## config.mk

```make
export PLATFORM = sky130hd
export DESIGN_NAME = num_sdiv
export DESIGN_NICKNAME = d
export VERILOG_FILES = /design/src/rtl/num_sdiv.sv
export SDC_FILE = /design/constraint.sdc
export NUM_CORES = 1
export LEC_CHECK = 0
export CORE_MARGIN = 3
export CORE_UTILIZATION = 40
export DETAILED_ROUTE_END_ITERATION = 7
export SETUP_SLACK_MARGIN = 0.5
export SYNTH_ARGS = -nofsm -noshare
export SYNTH_HDL_FRONTEND = slang
export SYNTH_SLANG_ARGS = --single-unit
```

## constraint.sdc

```tcl
create_clock -name clk -period 2.8 [get_ports clk]
set_clock_uncertainty 0.2 [all_clocks]
set_input_delay 0.84 -clock clk [delete_from_list [all_inputs] [get_ports clk]]
set_output_delay 0.84 -clock clk [all_outputs]
set_load 0.01 [all_outputs]
```

## src/rtl/num_sdiv.sv

```systemverilog
// Signed fixed-point divider: out = sat(trunc((left << OUT_LSB) / right)).
// Restoring division, one quotient bit per cycle, go/done handshake.
module num_sdiv #(
  parameter int LEFT_WIDTH  = 32,
  parameter int RIGHT_WIDTH = 32,
  parameter int OUT_WIDTH   = 32,
  parameter int OUT_LSB     = 0
) (
  input  logic                   clk,
  input  logic                   reset,
  input  logic [LEFT_WIDTH-1:0]  left,
  input  logic [RIGHT_WIDTH-1:0] right,
  input  logic                   go,
  output logic [OUT_WIDTH-1:0]   out,
  output logic                   div_by_zero,
  output logic                   done
);

  localparam int N  = LEFT_WIDTH + OUT_LSB;
  localparam int CW = $clog2(N + 1);
  localparam int QW = ((N > OUT_WIDTH) ? N : OUT_WIDTH) + 1;

  localparam logic [CW-1:0]         CNT_ONE  = {{(CW-1){1'b0}}, 1'b1};
  localparam logic [CW-1:0]         CNT_ZERO = {CW{1'b0}};
  localparam logic [QW-1:0]         MAX_MAG  = {{(QW-OUT_WIDTH+1){1'b0}}, {(OUT_WIDTH-1){1'b1}}};
  localparam logic [QW-1:0]         MIN_MAG  = MAX_MAG + {{(QW-1){1'b0}}, 1'b1};
  localparam logic [OUT_WIDTH-1:0]  OUT_MAX  = {1'b0, {(OUT_WIDTH-1){1'b1}}};
  localparam logic [OUT_WIDTH-1:0]  OUT_MIN  = {1'b1, {(OUT_WIDTH-1){1'b0}}};
  localparam logic [OUT_WIDTH-1:0]  OUT_ONE  = {{(OUT_WIDTH-1){1'b0}}, 1'b1};
  localparam logic [LEFT_WIDTH-1:0] L_ONE    = {{(LEFT_WIDTH-1){1'b0}}, 1'b1};
  localparam logic [RIGHT_WIDTH-1:0] R_ONE   = {{(RIGHT_WIDTH-1){1'b0}}, 1'b1};

  typedef enum logic [1:0] {
    S_IDLE = 2'd0,
    S_CALC = 2'd1,
    S_SIGN = 2'd2,
    S_DONE = 2'd3
  } state_t;

  state_t                 r_state;
  logic [CW-1:0]          r_cnt;
  logic [N-1:0]           r_dvd;
  logic [RIGHT_WIDTH-1:0] r_rem;
  logic [RIGHT_WIDTH-1:0] r_dvs;
  logic                   r_neg;
  logic                   r_lneg;
  logic                   r_zero;
  logic [OUT_WIDTH-1:0]   r_out;
  logic                   r_dbz;
  logic                   r_done;

  logic [LEFT_WIDTH-1:0]  w_left_abs;
  logic [RIGHT_WIDTH-1:0] w_right_abs;
  logic [N-1:0]           w_dvd_init;
  logic [RIGHT_WIDTH:0]   w_rem_sh;
  logic                   w_ge;
  logic [RIGHT_WIDTH-1:0] w_rem_next;
  logic [QW-1:0]          w_q_ext;
  logic [OUT_WIDTH-1:0]   w_neg_out;
  logic [OUT_WIDTH-1:0]   w_res;

  // Operand magnitudes; the divisor magnitude is unsigned so abs(min negative) fits.
  always_comb begin
    w_left_abs  = left;
    w_right_abs = right;
    if (left[LEFT_WIDTH-1]) begin
      w_left_abs = ~left + L_ONE;
    end else begin
      w_left_abs = left;
    end
    if (right[RIGHT_WIDTH-1]) begin
      w_right_abs = ~right + R_ONE;
    end else begin
      w_right_abs = right;
    end
    w_dvd_init = N'(w_left_abs) << OUT_LSB;
  end

  // One restoring step: the dividend MSB moves into the remainder, the quotient bit enters at the LSB.
  always_comb begin
    w_rem_sh   = {r_rem, r_dvd[N-1]};
    w_ge       = (w_rem_sh >= {1'b0, r_dvs});
    w_rem_next = w_rem_sh[RIGHT_WIDTH-1:0];
    if (w_ge) begin
      w_rem_next = RIGHT_WIDTH'(w_rem_sh - {1'b0, r_dvs});
    end else begin
      w_rem_next = w_rem_sh[RIGHT_WIDTH-1:0];
    end
  end

  // Sign application and saturation of the unsigned quotient.
  always_comb begin
    w_q_ext   = QW'(r_dvd);
    w_neg_out = ~w_q_ext[OUT_WIDTH-1:0] + OUT_ONE;
    w_res     = OUT_MAX;
    if (r_zero) begin
      if (r_lneg) begin
        w_res = OUT_MIN;
      end else begin
        w_res = OUT_MAX;
      end
    end else if (r_neg) begin
      if (w_q_ext > MIN_MAG) begin
        w_res = OUT_MIN;
      end else begin
        w_res = w_neg_out;
      end
    end else begin
      if (w_q_ext > MAX_MAG) begin
        w_res = OUT_MAX;
      end else begin
        w_res = w_q_ext[OUT_WIDTH-1:0];
      end
    end
  end

  // Control FSM; dropping go during CALC or SIGN abandons the op without touching the outputs.
  always_ff @(posedge clk or negedge reset) begin
    if (!reset) begin
      r_state <= S_IDLE;
      r_cnt   <= CNT_ZERO;
      r_dvd   <= {N{1'b0}};
      r_rem   <= {RIGHT_WIDTH{1'b0}};
      r_dvs   <= {RIGHT_WIDTH{1'b0}};
      r_neg   <= 1'b0;
      r_lneg  <= 1'b0;
      r_zero  <= 1'b0;
      r_out   <= {OUT_WIDTH{1'b0}};
      r_dbz   <= 1'b0;
      r_done  <= 1'b0;
    end else begin
      r_done <= 1'b0;
      case (r_state)
        S_IDLE: begin
          if (go) begin
            r_dvd   <= w_dvd_init;
            r_dvs   <= w_right_abs;
            r_rem   <= {RIGHT_WIDTH{1'b0}};
            r_neg   <= left[LEFT_WIDTH-1] ^ right[RIGHT_WIDTH-1];
            r_lneg  <= left[LEFT_WIDTH-1];
            r_zero  <= (right == {RIGHT_WIDTH{1'b0}});
            r_cnt   <= CW'(N);
            r_state <= S_CALC;
          end else begin
            r_state <= S_IDLE;
          end
        end
        S_CALC: begin
          if (!go) begin
            r_state <= S_IDLE;
          end else begin
            r_rem <= w_rem_next;
            r_dvd <= {r_dvd[N-2:0], w_ge};
            r_cnt <= r_cnt - CNT_ONE;
            if (r_cnt == CNT_ONE) begin
              r_state <= S_SIGN;
            end else begin
              r_state <= S_CALC;
            end
          end
        end
        S_SIGN: begin
          if (!go) begin
            r_state <= S_IDLE;
          end else begin
            r_out   <= w_res;
            r_dbz   <= r_zero;
            r_done  <= 1'b1;
            r_state <= S_DONE;
          end
        end
        S_DONE: begin
          r_state <= S_IDLE;
        end
        default: begin
          r_state <= S_IDLE;
        end
      endcase
    end
  end

  assign out         = r_out;
  assign div_by_zero = r_dbz;
  assign done        = r_done;

endmodule

```

==> qor.csv, run 1 <==
metric;value;unit
status;finished with violations;
violations;negative setup slack;
synthTopCellsByArea;dfrtp_1, o21ai_0, xor2_1;
io_buffers;100;
synth.most_common_cell;o21ai_0;
io_pins;101;
grt_pass1_vias;10504;
root_buffer;clkbuf_16;
gp_congestion;0.898;
hpwl;24.1;mm
fin_crit;3280;ps
vias_per_cell;5.63;
fin_nets;1688;
ys_ff_latch;141;
postLayoutCoreUtil;66.5;%
die_w;163;um
ff2ff_path_depth;9;
cp.arrival;3390;ps
ys_top_cells_by_count;o21ai_0, nand2_1, dfrtp_1;
syn-instance-count;1222;
endpoint_kind;flop;
routed_wl;35.3;mm
ctsHoldBuffers;0;
cts_buffer_depth;2;
numCtsBuffers;17;
r2r_start;r_dvd[1];
p_per_area;904;nW/um^2
final-max-slew-violation-count;0;
vias;10778;
drive_above_1_share;38.4;%
yosysUniqueCellTypes;65;
rsz0062_at_grt;true;
relSlewSlack;54.6;%
synthArstFlopShare;100;%
antenna_found_initial;0;
row_count;56;
fp.dieArea;26600;um^2
drc;0;
synth_area;9880;um^2
syn_nets;1327;
dr.pass1.iters;4;
cts_tree;yes;
n_antenna_cell;0;
power.leakage;0.00711;uW
antenna_left;0;
die_h;163;um
fill_cells;1924;
fin_area;15900;um^2
cts_num_sinks;141;
slowest_delay;570;ps
grt_pass1_wl;53.7;mm
ys.warnings.count;0;
worstHoldPathType;in2async;
irDropWorstVdd;0.550;mV
start_util;41.3;%
timing.hold.ws;169;ps
crit_fanout;4;
core;23900;um^2
setup_slack;-481;ps
placed_area;13400;um^2
area_delta_synth_final;61.0;%
yosysTopAreaCell;dfrtp_1;
gr-usage-all-layers;25.2;%
h-tree-depth;4;
synth_edf_count;0;
max_freq;0.305;GHz
critical_path_class;in2reg;
path_clk_slew;70;ps
slowest_stage;or4_4;
finalHoldViolCount;0;
drtIter0Drc;767;
max_cap_violations;0;
wl_per_cell;18.4;um
synth_flop_cell;dfrtp_1;
yosysSeqAreaShare;35.7;%
period_share;117;%
required;2910;ps
setup_violations;61;
grt_max_degree;59;
synth_top_area_share;35.7;%
r2r_slack;-300;ps
worst_pin_slew;681;ps
syn_area_per_cell;8.08;um^2
worstSetupStartpointType;primary input;
clk_latency;430;ps
grt-ovfl-total;0;
r2r-end;out[19];
crit_path_cell_trace;buf_6 -> or4_4 -> or4_4 -> or3_4 -> or3_4 -> buf_6 -> o31ai_4 -> xor2_1 -> o22ai_1;
[critical path: cells and delay by family]
family                    cells  cell delay [ps]
AOI/OAI and AO/OA             2              280
buffers and inverters         2              230
and+or+nand+nor               4             1860
xor gates and xnor gates      1              180
[kinds of logic after synthesis]
| kind of cell | after synthesis | synth area share, % |
|---|---|---|
| flops | 141 | 35.7 |
| fa+ha+maj | 38 | 4.89 |
| simple gates | 405 | 19.9 |
| xor+xnor | 93 | 8.25 |
| mux | 15 | 1.52 |
| compound gates | 400 | 24.8 |
| buf+inv | 130 | 4.99 |
[power breakdown]
group | internal [uW] | switching (uW) | total [uW] | leakage (uW)
clock network | 1230 | 987 | 2210 | 0.000260
logic | 4510 | 4540 | 9040 | 0.00506
registers | 2620 | 497 | 3110 | 0.00179
[layout by cell type, fill, tap and decap left out, drive strengths merged, types with 10 or more instances in the layout]
| cell type | netlist | routed |
|---|---|---|
| a211oi | 13 | 13 |
| dfrtp | 141 | 141 |
| nand3 | 32 | 32 |
| a21o | 14 | 14 |
| or4 | 12 | 12 |
| dlygate4sd2 | 0 | 40 |
| nor2b | 11 | 11 |
| o31ai | 28 | 28 |
| o21a | 10 | 10 |
| nor3 | 26 | 26 |
| nand4 | 12 | 12 |
| xnor2 | 29 | 29 |
| or3 | 26 | 26 |
| mux2i | 15 | 15 |
| a21oi | 96 | 96 |
| o41ai | 13 | 13 |
| clkdlybuf4s50 | 0 | 31 |
| inv | 51 | 54 |
| and3 | 11 | 11 |
| o22ai | 18 | 18 |
| o211ai | 13 | 13 |
| clkbuf | 69 | 24 |
| xor2 | 64 | 64 |
| buf | 9 | 335 |
| ha | 37 | 37 |
| o21ai | 157 | 157 |
| nor2 | 94 | 94 |
| nand2 | 146 | 146 |
[final cells by class]
cell class / count / area, um^2 / area share [%]
clock inverters: 12 / 115 / 0.724
clock buffers: 19 / 433 / 2.72
well taps: 319 / 399 / 2.51
inverters: 52 / 220 / 1.38
multi-input cells: 951 / 7430 / 46.8
flip-flops and latches: 141 / 3530 / 22.2
repair buffers: 420 / 3770 / 23.7
[through the flow]
stage | cells | total power [uW] | worst slack [ps] | setup TNS [ps]
global placement | 1824 | 10100 | -1360 | -38850
finish | 1914 | 14400 | -481 | -10230
detailed placement | 1824 | 10200 | -1370 | -42860
CTS | 1893 | 13500 | -571 | -11420
global route | 1914 | 15300 | -530 | -17430
floorplan | 1222 | 7140 | -682 | -14220
[sequential cells by signal (all words and copies together), names as in the netlist]
name / cells
r_neg: 1
r_cnt: 6
r_zero: 1
r_lneg: 1
r_dvs: 32
div_by_zero: 1
out: 32
r_dvd: 32
r_state: 2
done: 1
r_rem: 32
[worst max path at each step]
| stage | from | end | slack [ps] | cells past startpoint |
|---|---|---|---|---|
| final | left[9] | r_dvd[28] | -480 | 9 |
| after global routing | left[3] | r_dvd[28] | -530 | 12 |
| after CTS | right[9] | r_dvs[30] | -570 | 9 |
| after detailed placement | left[0] | r_dvd[26] | -1370 | 11 |
| after global placement | left[0] | r_dvd[26] | -1360 | 11 |
| after floorplan | right[12] | r_dvs[30] | -680 | 8 |
[routing by layer]
metal	part of all wire [%]	track usage (%)	up-vias
li1	-	-	5118
met1	40	30.0	5221
met2	51	45.6	342
met3	4.6	3.78	97
met4	4.1	9.92	0
met5	0	0	-
[repair_timing]
item | in CTS | in global routing
buffers inserted | 34 | 20
pin swaps | 111 | 121
endpoints found under the setup margin | 156 | 112
resized for setup | 278 | 186
cloned | 4 | 1
Power figures use the tool's default switching activity.
==> run 2: changes to the inputs <==
--- a/config.mk
+++ b/config.mk
@@ -7,8 +7,10 @@
 export LEC_CHECK = 0
 export CORE_MARGIN = 3
 export CORE_UTILIZATION = 40
+export CTS_BUF_LIST = sky130_fd_sc_hd__clkbuf_4 sky130_fd_sc_hd__clkbuf_8
 export DETAILED_ROUTE_END_ITERATION = 7
 export SETUP_SLACK_MARGIN = 0.5
+export SKIP_CTS_REPAIR_TIMING = 1
 export SYNTH_ARGS = -nofsm -noshare
 export SYNTH_HDL_FRONTEND = slang
 export SYNTH_SLANG_ARGS = --single-unit
==> qor.csv, run 2 (synthesis results as in run 1) <==
metric;value;unit
row_count;56;
critical_path.top_delay_family;simple AND/OR/NAND/NOR gates;
multi_input_area;7110;um^2
die_h;163;um
setup_violations;63;
fp.dieArea;26600;um^2
worst_pin_slew;673;ps
relSlewSlack;55.1;%
start_util;41.3;%
worstHoldPathType;in2async;
fill_cells;2004;
status;finished with violations;
placed_area;13400;um^2
r2r_slack;-290;ps
seqCellArea;3530;um^2
path_common_cell;or3_4;
grt_use_met3;3.14;%
irDropWorstVdd;0.506;mV
area_delta_synth_final;54.5;%
dr.pass1.iters;5;
antenna_found_initial;1;
grt_pass1_wl;50.1;mm
drc;0;
crit_path_cell_trace;buf_6 -> or4_4 -> or3_4 -> or3_4 -> or3_4 -> or3_4 -> o31ai_4 -> xor2_1 -> o21ai_1;
timing.hold.ws;105;ps
crit_buf_inv;1;
die_w;163;um
busiest_layer;met2;
final_cell_mix;buf_4, dfrtp_1, nand2_1;
antenna_left;0;
n_antenna_cell;0;
cts_num_sinks;141;
gp_congestion;0.898;
path_clk_slew;100;ps
max_cap_violations;0;
grt_max_degree;59;
period_share;120;%
setup_slack;-569;ps
finalHoldViolCount;0;
core;23900;um^2
worstSetupStartpointType;primary input;
p_per_area;866;nW/um^2
power.leakage;0.00730;uW
crit_fanout;3;
ff2ff_path_depth;9;
slowest_stage;or4_4;
fin_nets;1666;
root_buffer;clkbuf_8;
io_buffers;100;
final_common_cell;buf_4;
grt_pass1_vias;9827;
vias;10521;
use_met2;42.6;%
drtIter0Drc;672;
h-tree-depth;4;
drive_above_1_share;36.0;%
wl_per_cell;17.8;um
endpoint_kind;flop;
clk_latency;470;ps
cp_num_cells;9;
met1_usage;29.0;%
slowest_delay;540;ps
cts_tree;yes;
required;2940;ps
fin_area;15300;um^2
rsz0062_at_grt;true;
io_pins;101;
max_freq;0.297;GHz
hpwl;24.1;mm
critical_path_class;in2reg;
r2r_start;r_dvd[1];
cp.arrival;3510;ps
routed_wl;33.7;mm
violations;negative setup slack;
vias_per_cell;5.56;
gr-usage-all-layers;23.6;%
final-max-slew-violation-count;0;
cts_buffer_depth;2;
grt-ovfl-total;0;
fin_crit;3370;ps
r2r-end;out[19];
numCtsBuffers;17;
## run 2: cell count changes in the layout (fill, tap and decap cells not counted), sizes merged, moves of 3 or more
cell	delta
dlymetal6s2s	+43
dlygate4sd2	-40
buf	-32
clkdlybuf4s50	+5
clkbuf	+5
clkdlybuf4s15	-3
## run 2: cell type report
type / count / area share (%)
well taps: 319 / 2.62
flip-flops and latches: 141 / 23.2
clock inverters: 12 / 0.754
repair buffers: 398 / 23.8
multi-input cells: 951 / 46.6
inverters: 52 / 1.44
clock buffers: 19 / 1.63
## run 2: per-stage QoR
step / power (uW) / setup TNS (ps) / setup slack (ps) / instances / utilization [%]
floorplan: 7140 / -14220 / -682 / 1222 / -
global placement: 10100 / -38850 / -1360 / 1824 / 55.9
detailed placement: 10200 / -42860 / -1370 / 1824 / 55.9
CTS: 11800 / -22670 / -866 / 1855 / 57.4
global route: 14100 / -18870 / -584 / 1892 / 63.9
finish: 13200 / -12110 / -569 / 1892 / 63.9
## run 2: worst max-delay path by stage
| stage | to | slack, ps | start |
|---|---|---|---|
| after floorplan | r_dvs[30] | -680 | right[12] |
| after global placement | r_dvd[26] | -1360 | left[0] |
| after detailed placement | r_dvd[26] | -1370 | left[0] |
| after CTS | r_dvd[26] | -870 | left[0] |
| after global routing | r_dvs[30] | -580 | right[10] |
| final | r_dvs[30] | -570 | right[10] |
## run 2: power breakdown
part           leakage (uW)  total (uW)  switching, uW  internal, uW
Combinational       0.00534        8480           4260          4230
Sequential          0.00179        3090            476          2610
Clock              0.000180        1640            918           725
## run 2: metal layers
layer	share of wire [%]	wire length, um	vias to the layer above
li1	-	-	5071
met1	41	13800	5062
met2	51	17300	312
met3	4.1	1380	74
met4	3.7	1240	2
met5	0.033	11	-
==> run 3: changes to the inputs <==
--- a/config.mk
+++ b/config.mk
@@ -9,6 +9,7 @@
 export CORE_UTILIZATION = 40
 export CTS_BUF_LIST = sky130_fd_sc_hd__clkbuf_4 sky130_fd_sc_hd__clkbuf_8
 export DETAILED_ROUTE_END_ITERATION = 7
+export PLACE_DENSITY = 0.73
 export SETUP_SLACK_MARGIN = 0.5
 export SKIP_CTS_REPAIR_TIMING = 1
 export SYNTH_ARGS = -nofsm -noshare
==> constraint.sdc (replaced) <==
create_clock -name clk -period 2.8 [get_ports clk]
set_clock_uncertainty 0.2 [all_clocks]
set_input_delay 0.56 -clock clk [delete_from_list [all_inputs] [get_ports clk]]
set_output_delay 0.56 -clock clk [all_outputs]
set_load 0.01 [all_outputs]
==> qor.csv, run 3 (synthesis results as in run 1) <==
metric;value;unit
finalHoldViolCount;0;
root_buffer;clkbuf_8;
n_antenna_cell;0;
h-tree-depth;4;
area_delta_synth_final;50.7;%
fin_crit;3090;ps
cts_tree;yes;
cp.arrival;3210;ps
p_per_area;904;nW/um^2
fin_area;14900;um^2
endpoint_kind;flop;
vias_per_cell;5.65;
die_w;163;um
core;23900;um^2
grt-ovfl-total;0;
final_cell_mix;buf_4, dfrtp_1, nand2_1;
antenna_left;0;
path_clk_slew;80;ps
cts_buffer_depth;2;
gr-usage-all-layers;22.3;%
finalNonFillerCells;1855;
pre_cts_ws;-1110;ps
final-max-slew-violation-count;0;
r2r_slack;-250;ps
worstHoldPathType;reg2reg;
numCtsBuffers;17;
rsz0062_at_grt;true;
max_cap_violations;0;
dr.pass1.iters;5;
crit_fanout;3;
postLayoutCoreUtil;62.3;%
wl_per_cell;17.4;um
grt_max_degree;80;
drc;0;
antenna_found_initial;0;
row_count;56;
critical_path_class;in2reg;
holdPathEnd;out[9];
grt_pass1_wl;48.5;mm
status;finished with violations;
hold_path_depth;2;
r2r-end;out[19];
period_share;110;%
p_total;13500;uW
placed_area;13000;um^2
setup_violations;51;
routed_wl;32.3;mm
ff2ff_path_depth;10;
vias;10474;
relSlewSlack;50.5;%
clk_latency;460;ps
fill_cells;1926;
required;2920;ps
gp_congestion;0.946;
cts_num_sinks;141;
r2r_start;r_dvd[1];
violations;negative setup slack;
hpwl;22.8;mm
worst_pin_slew;743;ps
irDropWorstVdd;0.486;mV
io_buffers;100;
grt_pass1_vias;9786;
final_common_cell;buf_4;
drtIter0Drc;833;
drive_above_1_share;32.9;%
max_freq;0.323;GHz
power.leakage;0.00654;uW
setup_slack;-292;ps
min_from;out[9];
fp.dieArea;26600;um^2
placedCellCount;1782;
start_util;41.3;%
worstSetupStartpointType;primary input;
io_pins;101;
die_h;163;um
fin_nets;1630;
run 3: cell type report:
class,instances,area [um^2],share of cell area (%)
flip-flops and latches,141,3530,23.7
repair buffers,362,3310,22.2
clock buffers,17,234,1.57
inverters,52,220,1.48
multi-input cells,951,7000,47.1
clock inverters,13,190,1.28
well taps,319,399,2.68
run 3: power by group:
group	leakage [uW]	switching, uW	total (uW)	internal (uW)
Clock	0.000218	868	1840	971
Combinational	0.00453	4230	8510	4290
Sequential	0.00179	489	3100	2610
run 3: how the worst max path moves through the flow:
stage	slack, ps	startpoint	to
finish	-290	right[2]	r_dvs[30]
floorplan	-400	right[12]	r_dvs[30]
global route	-390	r_dvd[1]	out[19]
CTS	-630	left[0]	r_dvd[28]
detailed placement	-1110	left[0]	r_dvd[28]
global placement	-1110	left[0]	r_dvd[26]
run 3: metrics by stage:
step | hold slack, ps | TNS (ps)
2_1_floorplan | 64.4 | -8130
3_3_place_gp | 259 | -24430
3_5_place_dp | 264 | -27790
4_1_cts | -167 | -13140
5_1_grt | 316 | -13240
6_report | 280 | -6480
run 3: critical path, stage by stage:
cell     delay [ps]
buf_8           100
nor4_4          340
nand3_2         140
or3_4           390
or3_4           400
or3_4           390
or3_4           400
o31ai_4         250
xor2_1          170
o21ai_1          70
run 3: metal layers:
metal  part of all wire, %  track usage [%]  vias up
met2                    53             40.6      374
met1                    40             27.3     5053
met3                   5.1             3.27       73
li1                      -                -     4974
met5                     0                0        -
met4                   2.7             6.61        0
